### src/rtl/cpu_ctrl_seq.sv
// Instruction sequencer for the 8-bit CPU: fetch/decode/execute FSM that drives the ALU and A/B loads.
// Optional single-step gating is enabled with `define CPU_CTRL_STEP_EN (adds i_step and a STEP_WAIT state).
module cpu_ctrl_seq #(
  parameter logic [7:0] RESET_PC = 8'h00
) (
  input  logic       i_clk,
  input  logic       i_rstn,
`ifdef CPU_CTRL_STEP_EN
  input  logic       i_step,
`endif
  input  logic       i_run,
  output logic       o_mem_req,
  output logic [7:0] o_mem_addr,
  input  logic       i_mem_ready,
  input  logic [7:0] i_mem_rdata,
  input  logic [3:0] i_flags,
  output logic [3:0] o_alu_op,
  output logic       o_alu_cin,
  output logic       o_alu_sel,
  output logic       o_flag_sel,
  output logic [7:0] o_imm_data,
  output logic       o_imm_oe,
  output logic       o_a_ld,
  output logic       o_b_ld,
  output logic [7:0] o_pc,
  output logic       o_halted
);

  localparam int unsigned AW  = 8;
  localparam int unsigned DW  = 8;
  localparam int unsigned OPW = 4;

  typedef enum logic [3:0] {
    S_FETCH,
    S_DECODE,
    S_OPND,
    S_ALU_F,
    S_ALU_W,
    S_LDI_W,
    S_JMP_X,
    S_HALT
`ifdef CPU_CTRL_STEP_EN
    , S_STEP_WAIT
`endif
  } state_t;

`ifdef CPU_CTRL_STEP_EN
  localparam state_t S_RETIRE = S_STEP_WAIT;
`else
  localparam state_t S_RETIRE = S_FETCH;
`endif

  state_t          state_q, state_d;
  logic [DW-1:0]   ir_q, ir_d;
  logic [AW-1:0]   pc_q, pc_d;
  logic [DW-1:0]   opnd_q, opnd_d;
  logic            jmp_take;

  logic            req_d, alu_cin_d, alu_sel_d, flag_sel_d, imm_oe_d, a_ld_d, b_ld_d, halted_d;
  logic [OPW-1:0]  alu_op_d;
  logic [DW-1:0]   imm_data_d;

  // Jump condition against flags {zr,ng,pa,of}
  always_comb begin
    jmp_take = 1'b0;
    case (ir_q[2:0])
      3'd0:    jmp_take = 1'b1;
      3'd1:    jmp_take = i_flags[3];
      3'd2:    jmp_take = ~i_flags[3];
      3'd3:    jmp_take = i_flags[2];
      3'd4:    jmp_take = ~i_flags[2];
      3'd5:    jmp_take = i_flags[1];
      3'd6:    jmp_take = i_flags[0];
      default: jmp_take = 1'b0;
    endcase
  end

  // Next state and datapath updates; outputs are decoded from the next state and registered
  always_comb begin
    state_d    = state_q;
    ir_d       = ir_q;
    pc_d       = pc_q;
    opnd_d     = opnd_q;
    req_d      = 1'b0;
    alu_op_d   = '0;
    alu_cin_d  = 1'b0;
    alu_sel_d  = 1'b0;
    flag_sel_d = 1'b0;
    imm_data_d = '0;
    imm_oe_d   = 1'b0;
    a_ld_d     = 1'b0;
    b_ld_d     = 1'b0;
    halted_d   = 1'b0;

    case (state_q)
      S_FETCH: begin
        if (o_mem_req && i_mem_ready) begin
          ir_d    = i_mem_rdata;
          pc_d    = pc_q + AW'(1);
          state_d = S_DECODE;
        end
      end
      S_DECODE: begin
        case (ir_q[7:6])
          2'b00:   state_d = S_ALU_F;
          2'b01,
          2'b10:   state_d = S_OPND;
          default: state_d = ir_q[0] ? S_HALT : S_RETIRE;
        endcase
      end
      S_OPND: begin
        if (o_mem_req && i_mem_ready) begin
          opnd_d  = i_mem_rdata;
          pc_d    = pc_q + AW'(1);
          state_d = ir_q[7] ? S_JMP_X : S_LDI_W;
        end
      end
      S_ALU_F: state_d = S_ALU_W;
      S_ALU_W: state_d = S_RETIRE;
      S_LDI_W: state_d = S_RETIRE;
      S_JMP_X: begin
        if (jmp_take) pc_d = opnd_q;
        state_d = S_RETIRE;
      end
      S_HALT:  state_d = S_HALT;
`ifdef CPU_CTRL_STEP_EN
      S_STEP_WAIT: if (i_step) state_d = S_FETCH;
`endif
      default: state_d = S_FETCH;
    endcase

    // A pending fetch request is held until ready regardless of i_run
    case (state_d)
      S_FETCH: req_d = i_run || (state_q == S_FETCH && o_mem_req);
      S_OPND:  req_d = 1'b1;
      S_ALU_F: begin
        flag_sel_d = 1'b1;
        alu_op_d   = ir_d[3:0];
        alu_cin_d  = ir_d[4];
      end
      S_ALU_W: begin
        alu_sel_d = 1'b1;
        alu_op_d  = ir_d[3:0];
        alu_cin_d = ir_d[4];
        a_ld_d    = ~ir_d[5];
        b_ld_d    = ir_d[5];
      end
      S_LDI_W: begin
        imm_oe_d   = 1'b1;
        imm_data_d = opnd_d;
        a_ld_d     = ~ir_d[0];
        b_ld_d     = ir_d[0];
      end
      S_HALT:  halted_d = 1'b1;
      default: ;
    endcase
  end

  // State, architectural registers and registered outputs
  always_ff @(posedge i_clk or negedge i_rstn) begin
    if (!i_rstn) begin
      state_q    <= S_FETCH;
      ir_q       <= '0;
      pc_q       <= RESET_PC;
      opnd_q     <= '0;
      o_mem_req  <= 1'b0;
      o_alu_op   <= '0;
      o_alu_cin  <= 1'b0;
      o_alu_sel  <= 1'b0;
      o_flag_sel <= 1'b0;
      o_imm_data <= '0;
      o_imm_oe   <= 1'b0;
      o_a_ld     <= 1'b0;
      o_b_ld     <= 1'b0;
      o_halted   <= 1'b0;
    end else begin
      state_q    <= state_d;
      ir_q       <= ir_d;
      pc_q       <= pc_d;
      opnd_q     <= opnd_d;
      o_mem_req  <= req_d;
      o_alu_op   <= alu_op_d;
      o_alu_cin  <= alu_cin_d;
      o_alu_sel  <= alu_sel_d;
      o_flag_sel <= flag_sel_d;
      o_imm_data <= imm_data_d;
      o_imm_oe   <= imm_oe_d;
      o_a_ld     <= a_ld_d;
      o_b_ld     <= b_ld_d;
      o_halted   <= halted_d;
    end
  end

  assign o_pc       = pc_q;
  assign o_mem_addr = pc_q;

endmodule
### config.mk
export PLATFORM = sky130hd
export DESIGN_NAME = cpu_ctrl_seq
export DESIGN_NICKNAME = d
export VERILOG_FILES = /design/src/rtl/cpu_ctrl_seq.sv
export SDC_FILE = /design/constraint.sdc
export NUM_CORES = 1
export LEC_CHECK = 0
export BUFFER_PORTS_ARGS = -buffer_cell sky130_fd_sc_hd__buf_4
export CAP_MARGIN = 30
export CORE_ASPECT_RATIO = 1.1
export CORE_UTILIZATION = 48
export CTS_CLUSTER_DIAMETER = 60
export DETAILED_ROUTE_END_ITERATION = 7
export GPL_ROUTABILITY_DRIVEN = 0
export PLACE_DENSITY = 0.86
export SYNTH_ARGS = -nofsm -noshare
export SYNTH_HDL_FRONTEND = slang
export SYNTH_SLANG_ARGS = --single-unit
### constraint.sdc
create_clock -name i_clk -period 1.85 [get_ports i_clk]
set_input_delay 0.2775 -clock i_clk [delete_from_list [all_inputs] [get_ports i_clk]]
set_output_delay 0.2775 -clock i_clk [all_outputs]
set_load 0.02 [all_outputs]
# Word-level counts from Yosys, hierarchy flattened
# Cells that the tools add are included.
# totals
elab_cells	77
out_inout_bits	36
input_bits	16
reg_bits	48
# op_classes
add_sub_neg	1
eq_ne	20
bitwise	4
n_reduce_logical	13
n_mux	24
# ops
cell	count
8-bit 2-to-1 mux	5
4-bit by 3-bit equality test with 1-bit output, second input constant	5
4-bit one-hot mux with 5 select lines	1
4-bit by 2-bit equality test with 1-bit output, second input constant	4
8-bit one-hot mux with 2 select lines	1
4-bit 2-to-1 mux	3
6-bit 2-to-1 mux	2
3-bit equality test, second input constant	3
8-bit by 1-bit adder with 8-bit output, second input constant	1
4-bit zero test	2
1-bit one-hot mux with 7 select lines	1
3-bit by 2-bit equality test with 1-bit output, second input constant	2
1-bit one-hot mux with 2 select lines	3
3-bit one-hot mux with 2 select lines	1
2-bit OR reduction	3
1-bit 2-to-1 mux	5
4-bit by 1-bit equality test with 1-bit output, second input constant	1
1-bit NOT	4
3-bit by 1-bit equality test with 1-bit output, second input constant	1
3-bit zero test	1
3-bit 2-to-1 mux	1
3-bit AND reduction	1
2-bit by 1-bit equality test with 1-bit output, second input constant	1
2-bit equality test, second input constant	1
8 further kinds	9

# Depth between registers and ports, before layout
# Gate-level depths: netlist (run 1).
# logic_depth
word_depth	7
depth_mapped	8
depth_no_buf	6

# Least setup slack after synthesis (run 1)
# No wires, ideal clock.
# synth_timing
kind	register to register
start	reg state_q[0]
end	reg pc_q[1] (netlist: o_mem_addr[1])
period_less_slack_ns	1.751
path_stages_with_launch	7
setup_slack_ns	0.099
setup_ns	0.125
arrival_time_ns	1.626
required_ns	1.725
path_cell_list	dfrtp_1 buf_6 and2b_2 nand3b_4 nor4_4 nor2b_2 mux2_4
# synth_between
elab_chain_len	4
# synth_rtl
element	line_no	source
start: declaration	53	state_t state_q, state_d;
start signal: assignment	177	state_q <= state_d;
4-bit by 2-bit equality test with 1-bit output / 4-bit zero test (equally long branches)	95	case (state_q)
2-bit OR reduction (no source line)	n/a	
2-bit by 1-bit != test with 1-bit output (no source line) / 2-bit nonzero test (equally long branches)	n/a	
3-bit AND reduction (no source line)	n/a	
end signal: assignment	179	pc_q <= pc_d;
end: declaration	55	logic [AW-1:0] pc_q, pc_d;
# Several ways; a longest one is shown, not always the timed one.
# A chain may end at the register's enable or synchronous reset.

# Worst setup path after layout (run 1)
# layout_timing
start	reg ir_q[0]
end	reg pc_q[1] (netlist: o_mem_addr[1])
# layout_between
elab_chain_len	4
# layout_rtl
element	line_no	source
start: declaration	54	logic [DW-1:0] ir_q, ir_d;
start signal: assignment	178	ir_q <= ir_d;
3-bit equality test, or another cell as far along	66	case (ir_q[2:0])
1-bit one-hot mux with 7 select lines *	66	
2-bit != test (no source line) *	n/a	
3-bit AND reduction (no source line) *	n/a	
# Mark *: on every way between the ends. The rest lies on a longest branch, timed or not.

==> results of run 1 <==
## stage by stage
stage / std cells / utilization [%] / TNS, ns
final: 299 / 63.1 / 0
after global routing: 299 / 63.1 / -0.00562
after CTS: 299 / 62.7 / 0
after detailed placement: 291 / 60.6 / 0
after global placement: 291 / 60.6 / 0
after floorplan: 186 / - / 0
## metal layers
metal / wire, um / global-route usage (%) / vias to the layer above
met5: 0 / 0 / -
met4: 68 / 7.57 / 0
met3: 224 / 5.16 / 6
met2: 2420 / 35.1 / 55
met1: 1990 / 27.5 / 798
li1: - / - / 766
## layout make-up
type	count	area, um^2	area share, %
well taps	54	67.6	2.46
flip-flops and latches	48	1200	43.8
clock buffers	5	68.8	2.51
multi-input cells	122	897	32.7
inverters	5	18.8	0.685
repair buffers	63	475	17.3
clock inverters	2	12.5	0.456
## path summary, 6_finish.rpt
check,endpoint,slack [ns]
worst max-delay path,o_mem_addr[1]$_DFFE_PN0P_,0.09
worst min-delay path,ir_q[6]$_DFFE_PN0P_,0.22
worst max register to register,o_mem_addr[1]$_DFFE_PN0P_,0.09
worst min register to register,ir_q[4]$_DFF_PN0_,0.50
max in group asynchronous,o_halted$_DFF_PN0_,0.94
min in group asynchronous,ir_q[6]$_DFFE_PN0P_,0.52
## report_power, final
group / switching [uW] / internal [uW] / leakage [uW]
Sequential: 257 / 1310 / 0.000634
Combinational: 679 / 609 / 0.000750
Clock: 333 / 256 / 0.0000400
Total: 1270 / 2180 / 0.00142
## cells in the final DEF, fill, tap and decap left out, drive strengths merged, types with 4 or more instances in the layout
| master | instances |
|---|---|
| nor2 | 8 |
| mux2i | 4 |
| nand2 | 14 |
| inv | 5 |
| dfrtp | 48 |
| and2 | 8 |
| a21oi | 8 |
| mux2 | 15 |
| nand3 | 8 |
| o21a | 4 |
| o21ai | 9 |
| or2 | 4 |
| buf | 62 |
| nor2b | 4 |
| clkbuf | 5 |
## registers in the layout (all words and copies together), names as in the netlist
name	cells
o_b_ld	1
o_alu_op	4
ir_q	8
o_a_ld	1
o_alu_sel	1
o_mem_addr	8
o_imm_data	8
o_halted	1
o_imm_oe	1
o_mem_req	1
o_flag_sel	1
o_alu_cin	1
opnd_q	8
state_q	4
## what timing repair did
| item | 4_1_cts | 5_1_grt |
|---|---|---|
| setup endpoints to repair | 0 | 10 |
| resized for setup | 0 | 3 |
| hold buffers | 1 | 0 |
| endpoints found under the hold margin | 28 | 0 |
## synth_stat cells (3+ instances only)
| cell type | instances | area, um^2 |
|---|---|---|
| nand3_1 | 7 | 35.0 |
| o21ai_0 | 9 | 45.0 |
| inv_1 | 4 | 15.0 |
| buf_4 | 8 | 60.1 |
| a21oi_1 | 8 | 40.0 |
| nor2_1 | 8 | 30.0 |
| and3_1 | 3 | 18.8 |
| and2_1 | 8 | 50.1 |
| or2_2 | 3 | 18.8 |
| o21a_1 | 4 | 30.0 |
| nand2_1 | 13 | 48.8 |
| mux2_2 | 14 | 158 |
| a2bb2oi_1 | 3 | 26.3 |
| mux2i_1 | 3 | 30.0 |
| nand2b_1 | 3 | 18.8 |
| dfrtp_1 | 48 | 1200 |
| nor2b_1 | 3 | 18.8 |
## kinds of logic (layout without fill, tap and decap cells)
kind of cell / after synthesis / in the layout / synth area share, %
AO/OA/AOI/OAI: 35 / 35 / 10.7
adder cells (fa/ha/maj): 1 / 1 / 0.572
multiplexers: 19 / 19 / 9.89
AND/OR/NAND/NOR: 66 / 66 / 18.9
other: 1 / 1 / 0.171
flip-flops: 48 / 48 / 54.9
buffers and inverters: 16 / 75 / 4.86
==> summary.txt, run 1 <==
Status
  • Outcome: completed

Hold path
  • Tightest Hold Check Type: in2reg
  • Worst hold start: i_mem_rdata[6]
  • Cell count of the worst hold path: 2

Critical path
  • CP max FO: 5
  • CP peak stage delay: 0.40 ns
  • CP bufs+invs: 0
  • Register-to-Register Path Depth: 5
  • Worst path arrival time: 1.96 ns
  • Critical-path top delay cell: dfrtp_1
  • Crit-path leading delay family: simple AND/OR/NAND/NOR gates
  • CP cell instances: or2_2 -> a21oi_1 -> nor4_4 -> nor2b_2 -> mux2_4
  • Crit path kind: reg2reg
  • Crit. End Element: flop
  • Critical path depth in cells: 5
  • Worst setup startpoint: ir_q[0]$_DFF_PN0_
  • Worst Path Required: 2.05 ns
  • CP Launch Type: flop
  • Reg2Reg Launch Point: ir_q[0]$_DFF_PN0_

Synth
  • Asr flop ratio synth: 100%
  • Synthesized flop and latch total: 48
  • Yosys warnings: 0
  • Synthesized area per cell: 11.8 um^2
  • Post-synthesis sequential area ratio: 54.9%
  • Post-synth cell types: 48
  • Synthesized Nets: 203
  • EDFF count, synth: 0
  • Cells after Synth: 186
  • Top FF cell, synth: dfrtp_1
  • Mapped cell area: 2190 um^2

Floorplan
  • Die area: 4830 um^2
  • Cell row count: 25
  • Core region area: 4350 um^2
  • Starting Density: 50.3%
  • IO Pins: 52
  • Chip Height: 72.8 um
  • Die width: 66.4 um

Detailed routing
  • 1st-pass router iterations: 4
  • Routed WL: 4700 um
  • DR iter-0 viols: 56
  • Vias: 1625
  • DR vias/cell: 5.43
  • Drt wl/cell: 15.7 um
  • DRC violations left: 0
  • ANT nets after route: 0

Placement
  • # port buffers: 51
  • Dpl ws: 0.0790 ns
  • Placed Area: 2630 um^2
  • HPWL Detailed: 3460 um

STA
  • Final Skew: 0.0111 ns
  • Final hold slack: 0.224 ns
  • Unrepaired setup endpoints after global routing: true
  • Pins over their slew limit: 0
  • Worst Max-Slew Pin Slew: 0.583 ns
  • Final Hold Viols: 0
  • Fin crit period: 1.76 ns
  • Max Fclk: 0.569 GHz
  • Slew HR: 61.1%
  • Min setup slack post-route: 0.0914 ns
  • Setup violators final: 0
  • Final period utilization: 95.1%

Global routing
  • Largest net degree at the start of global routing: 49
  • Total grt overflow: 0
  • Vias in the first global route: 1556
  • First-pass GRT wire length: 7530 um
  • GRT Util Overall: 21.4%
  • Antenna violations before repair: 0

Finish
  • Antenna Cells: 0
  • Cell area after layout: 2740 um^2
  • Layout Nets: 262
  • Share of layout cells above drive strength 1: 41.2%
  • Fillers: 358
  • Syn-to-layout area delta: 25.3%

CTS
  • CTS tree: yes
  • Clk_lat worst skew: 0.30 ns
  • CTS Buffer Depth: 2
  • Root Driver: clkbuf_8
  • Htree depth: 2
  • Number of CTS-inserted buffers: 5
  • Clock tree sinks: 48
  • Worst-path clk slew: 0.09 ns
  • Setup Buffers After CTS: 0

Power and ir drop
  • Peak VDD IR: 0.754 mV
  • Overall Power: 3440 uW
  • Cell leakage power: 0.00142 uW
  • PwrDens: 1260 nW/um^2

Job
  • Max_cap viols: 0
Note: power is estimated with default switching activity, not from simulation.
==> run 2: changes to the inputs <==
--- a/config.mk
+++ b/config.mk
@@ -13,6 +13,7 @@
 export DETAILED_ROUTE_END_ITERATION = 7
 export GPL_ROUTABILITY_DRIVEN = 0
 export PLACE_DENSITY = 0.86
+export RECOVER_POWER = 25
 export SYNTH_ARGS = -nofsm -noshare
 export SYNTH_HDL_FRONTEND = slang
 export SYNTH_SLANG_ARGS = --single-unit
==> summary.txt, run 2 (synthesized netlist as in run 1, its figures left out) <==
CTS
  • CTS tree: yes
  • Clk_lat worst skew: 0.30 ns
  • Htree depth: 2
  • CTS Buffer Depth: 2
  • Number of CTS-inserted buffers: 5
  • Worst-path clk slew: 0.09 ns
  • Root Driver: clkbuf_8
  • Clock tree sinks: 48

Finish
  • Multi-input gate area: 897 um^2
  • Share of layout cells above drive strength 1: 41.2%
  • Most frequent cells in the layout: buf_4, dfrtp_1, mux2_2
  • Fillers: 359
  • Sequential cell area: 1200 um^2
  • Syn-to-layout area delta: 25.2%
  • Commonest non-fill, non-tap cell in the layout: buf_4
  • Post-layout util: 63.0%
  • Layout Nets: 262
  • Final Non-Filler Cells: 299
  • Antenna Cells: 0

STA
  • Setup violators final: 0
  • Setup TNS: 0 ns
  • Final Hold Viols: 0
  • Unrepaired setup endpoints after global routing: true
  • Slew HR: 24.5%
  • Final Skew: 0.0111 ns
  • Min setup slack post-route: 0.0935 ns
  • Worst Max-Slew Pin Slew: 1.13 ns
  • Final period utilization: 94.9%
  • Fin crit period: 1.76 ns
  • Max Fclk: 0.569 GHz
  • Pins over their slew limit: 0

Global routing
  • GRT Util Overall: 21.4%
  • Largest net degree at the start of global routing: 49
  • Met3 Use GR: 5.16%
  • Total grt overflow: 0
  • Gr busiest metal: met2
  • Vias in the first global route: 1556
  • Met2 usage: 35.1%
  • Antenna violations before repair: 0
  • Grt met1 use: 27.5%
  • First-pass GRT wire length: 7530 um

Detailed routing
  • DR vias/cell: 5.43
  • DR iter-0 viols: 56
  • Vias: 1623
  • ANT nets after route: 0
  • DRC violations left: 0
  • 1st-pass router iterations: 4
  • Drt wl/cell: 15.7 um
  • Routed WL: 4690 um

Placement
  • Dpl ws: 0.0790 ns
  • HPWL Detailed: 3460 um
  • Dpl cells: 291
  • # port buffers: 51

Critical path
  • CP Launch Type: flop
  • Worst Path Required: 2.05 ns
  • CP cell instances: or2_2 -> a21oi_1 -> nor4_4 -> nor2b_2 -> mux2_4
  • Crit. End Element: flop
  • CP max FO: 5
  • Crit-path leading delay family: simple AND/OR/NAND/NOR gates
  • Reg2Reg Launch Point: ir_q[0]$_DFF_PN0_
  • Worst setup startpoint: ir_q[0]$_DFF_PN0_
  • CP bufs+invs: 0
  • Critical-path top delay cell: dfrtp_1
  • Crit path kind: reg2reg
  • CP peak stage delay: 0.40 ns
  • Worst path arrival time: 1.95 ns

Power and ir drop
  • Peak VDD IR: 0.751 mV
  • Overall Power: 3440 uW
  • PwrDens: 1260 nW/um^2
  • Cell leakage power: 0.00142 uW

Floorplan
  • Chip Height: 72.8 um
  • Die area: 4830 um^2
  • Starting Density: 50.3%
  • IO Pins: 52
  • Core region area: 4350 um^2
  • Cell row count: 25
  • Die width: 66.4 um

Hold path
  • Worst hold start: i_mem_rdata[6]
  • Tightest Hold Check Type: in2reg

Status
  • Outcome: completed

Job
  • Max_cap viols: 0
[run 2: cell types whose count changed in the layout (fill, tap and decap cells not counted)]
cell      change
clkbuf_2      +1
buf_4         -1
[run 2: worst paths after layout]
kind	endpoint	slack, ns	cells after the start
max	o_mem_addr[1]$_DFFE_PN0P_	0.09	5
min	ir_q[6]$_DFFE_PN0P_	0.22	2
max reg2reg	o_mem_addr[1]$_DFFE_PN0P_	0.09	5
min reg2reg	ir_q[4]$_DFF_PN0_	0.50	1
max in group asynchronous	ir_q[0]$_DFF_PN0_	0.43	2
min in group asynchronous	ir_q[6]$_DFFE_PN0P_	0.73	2
[run 2: power breakdown]
part           total (uW)  internal (uW)  switching, uW
Clock                 590            256            334
Sequential           1570           1310            255
Combinational        1290            608            678
Total                3440           2180           1270
[run 2: cell type report]
type | count | area share, %
Sequential cell | 48 | 43.9
Multi-Input combinational cell | 122 | 32.8
Timing Repair Buffer | 63 | 17.3
Clock buffer | 5 | 2.51
Tap cell | 54 | 2.47
Inverter | 5 | 0.685
Clock inverter | 2 | 0.457
[run 2: timing repair]
action,CTS,global route
setup buffers,0,0
hold endpoints to repair,28,0
hold buffers,1,0
resized for setup,0,3
endpoints found under the setup margin,0,10
[run 2: metrics by stage]
step                      hold slack, ns  area (um^2)
after detailed placement           0.326         2630
final                              0.223         2740
after floorplan                  -0.0181         2190
after global routing               0.220         2740
after CTS                          0.218         2730
after global placement             0.320         2630
[run 2: layer usage]
metal	share of wire (%)	up-vias	wire length, um
met3	5.2	8	246
met2	51	57	2400
li1	-	767	-
met4	1.8	0	85
met5	0	-	0
met1	42	791	1960
==> run 3: changes to the inputs <==
--- a/config.mk
+++ b/config.mk
@@ -8,11 +8,11 @@
 export BUFFER_PORTS_ARGS = -buffer_cell sky130_fd_sc_hd__buf_4
 export CAP_MARGIN = 30
 export CORE_ASPECT_RATIO = 1.1
-export CORE_UTILIZATION = 48
+export CORE_UTILIZATION = 25
 export CTS_CLUSTER_DIAMETER = 60
 export DETAILED_ROUTE_END_ITERATION = 7
 export GPL_ROUTABILITY_DRIVEN = 0
-export PLACE_DENSITY = 0.86
+export PLACE_DENSITY = 0.56
 export RECOVER_POWER = 25
 export SYNTH_ARGS = -nofsm -noshare
 export SYNTH_HDL_FRONTEND = slang
==> summary.txt, run 3 (synthesized netlist as in run 1, its figures left out) <==
Floorplan
  • Core region area: 8450 um^2
  • Cell row count: 35
  • Starting Density: 25.9%
  • Die width: 91.2 um
  • IO Pins: 52
  • Die area: 9130 um^2
  • Chip Height: 100 um

CTS
  • Clk_lat worst skew: 0.30 ns
  • Number of CTS-inserted buffers: 5
  • Clock tree sinks: 48
  • # hold bufs at CTS: 0
  • Setup Buffers After CTS: 0
  • CTS Buffer Depth: 2
  • Root Driver: clkbuf_8
  • Htree depth: 2
  • CTS tree: yes
  • Worst-path clk slew: 0.10 ns

Critical path
  • Crit path kind: reg2reg
  • Reg-to-reg endpoint: o_mem_addr[1]$_DFFE_PN0P_
  • CP cell instances: or2_2 -> a21oi_1 -> nor4_4 -> nor2b_2 -> mux2_4
  • Worst Path Required: 2.04 ns
  • CP peak stage delay: 0.42 ns
  • Worst path arrival time: 1.98 ns
  • CP endpoint: o_mem_addr[1]$_DFFE_PN0P_
  • Reg2Reg Launch Point: ir_q[0]$_DFF_PN0_
  • CP Launch Type: flop
  • CP bufs+invs: 0
  • Register-to-Register Path Depth: 5
  • CP max FO: 5
  • Worst setup startpoint: ir_q[0]$_DFF_PN0_
  • Critical path depth in cells: 5
  • Crit. End Element: flop
  • Reg-to-reg slack, setup: 0.06 ns
  • Crit-path leading delay family: simple AND/OR/NAND/NOR gates
  • Critical-path top delay cell: dfrtp_1

Global routing
  • Largest net degree at the start of global routing: 49
  • Vias in the first global route: 1608
  • First-pass GRT wire length: 8490 um
  • Total grt overflow: 0
  • GRT Util Overall: 12.3%
  • Antenna violations before repair: 0

Placement
  • HPWL Detailed: 3960 um
  • # port buffers: 51
  • Placed Area: 2710 um^2

STA
  • Max Fclk: 0.559 GHz
  • Slew HR: 19.7%
  • Final Hold Viols: 0
  • Worst Max-Slew Pin Slew: 1.20 ns
  • Final Skew: 0.00954 ns
  • Pins over their slew limit: 0
  • Setup TNS: 0 ns
  • Fin crit period: 1.79 ns
  • Final hold slack: 0.219 ns
  • Setup violators final: 0
  • Unrepaired setup endpoints after global routing: true
  • Final period utilization: 96.6%

Finish
  • Cell area after layout: 2860 um^2
  • Most frequent cells in the layout: buf_4, dfrtp_1, mux2_2
  • Fillers: 853
  • Layout Nets: 262
  • Commonest non-fill, non-tap cell in the layout: buf_4
  • Antenna Cells: 0
  • Syn-to-layout area delta: 30.7%
  • Share of layout cells above drive strength 1: 43.1%

Power and ir drop
  • Overall Power: 3660 uW
  • Peak VDD IR: 0.449 mV
  • PwrDens: 1280 nW/um^2
  • Cell leakage power: 0.00144 uW

Detailed routing
  • Vias: 1604
  • DR vias/cell: 4.49
  • Routed WL: 5310 um
  • ANT nets after route: 0
  • DRC violations left: 0
  • Drt wl/cell: 14.9 um
  • DR iter-0 viols: 118
  • 1st-pass router iterations: 4

Job
  • Max_cap viols: 0

Status
  • Outcome: completed

Hold path
  • Tightest Hold Check Type: in2async
-- run 3: area by class of cell --
cell class                 instances  area [um^2]  area share (%)
sequential                        48         1200            42.0
multi-input combinational        122          915            32.0
clock inverter                     3         46.3            1.62
timing repair buffer              63          470            16.4
tap                              111          139            4.86
clock buffer                       5         68.8            2.41
inverter                           5         18.8           0.656
-- run 3: what timing repair did --
action,CTS,global route
setup endpoints to repair,1,9
pin swaps,0,0
resized for setup,2,5
-- run 3: report_power, final --
| group | total (uW) | internal (uW) | switching, uW |
|---|---|---|---|
| clock | 783 | 408 | 376 |
| sequential | 1570 | 1310 | 257 |
| combinational | 1310 | 622 | 691 |
-- run 3: worst register-to-register path, stage by stage, from the launching register on --
cell and delay [ns]:
dfrtp_1 0.42, or2_2 0.31, a21oi_1 0.30, nor4_4 0.11, nor2b_2 0.22, mux2_4 0.32
-- run 3: worst min-delay path by stage --
stage | start | to | slack (ns) | cells after the start
3_3_place_gp | i_rstn | o_b_ld$_DFF_PN0_ | 0.33 | 1
2_1_floorplan | i_rstn | ir_q[0]$_DFF_PN0_ | -0.02 | 0
5_1_grt | i_mem_rdata[7] | ir_q[7]$_DFFE_PN0P_ | 0.22 | 2
3_5_place_dp | i_rstn | o_alu_sel$_DFF_PN0_ | 0.34 | 1
4_1_cts | i_rstn | ir_q[4]$_DFF_PN0_ | 0.006 | 1
6_report | i_rstn | o_b_ld$_DFF_PN0_ | 0.22 | 1
-- run 3: metal layers --
metal | routed length (um) | vias to the layer above | global-route usage [%]
met5 | 0 | - | 0
met4 | 63 | 0 | 4.76
met3 | 250 | 2 | 2.27
met2 | 2540 | 45 | 19.2
met1 | 2450 | 793 | 16.9
li1 | - | 764 | -
-- run 3: metrics by stage --
step,util (%),setup slack [ns],instances
6_report,33.8,0.0622,357
5_1_grt,33.8,-0.00262,357
4_1_cts,33.6,0.0306,357
3_5_place_dp,32.1,-0.00418,349
3_3_place_gp,32.1,0.0119,349
2_1_floorplan,-,0.0991,186
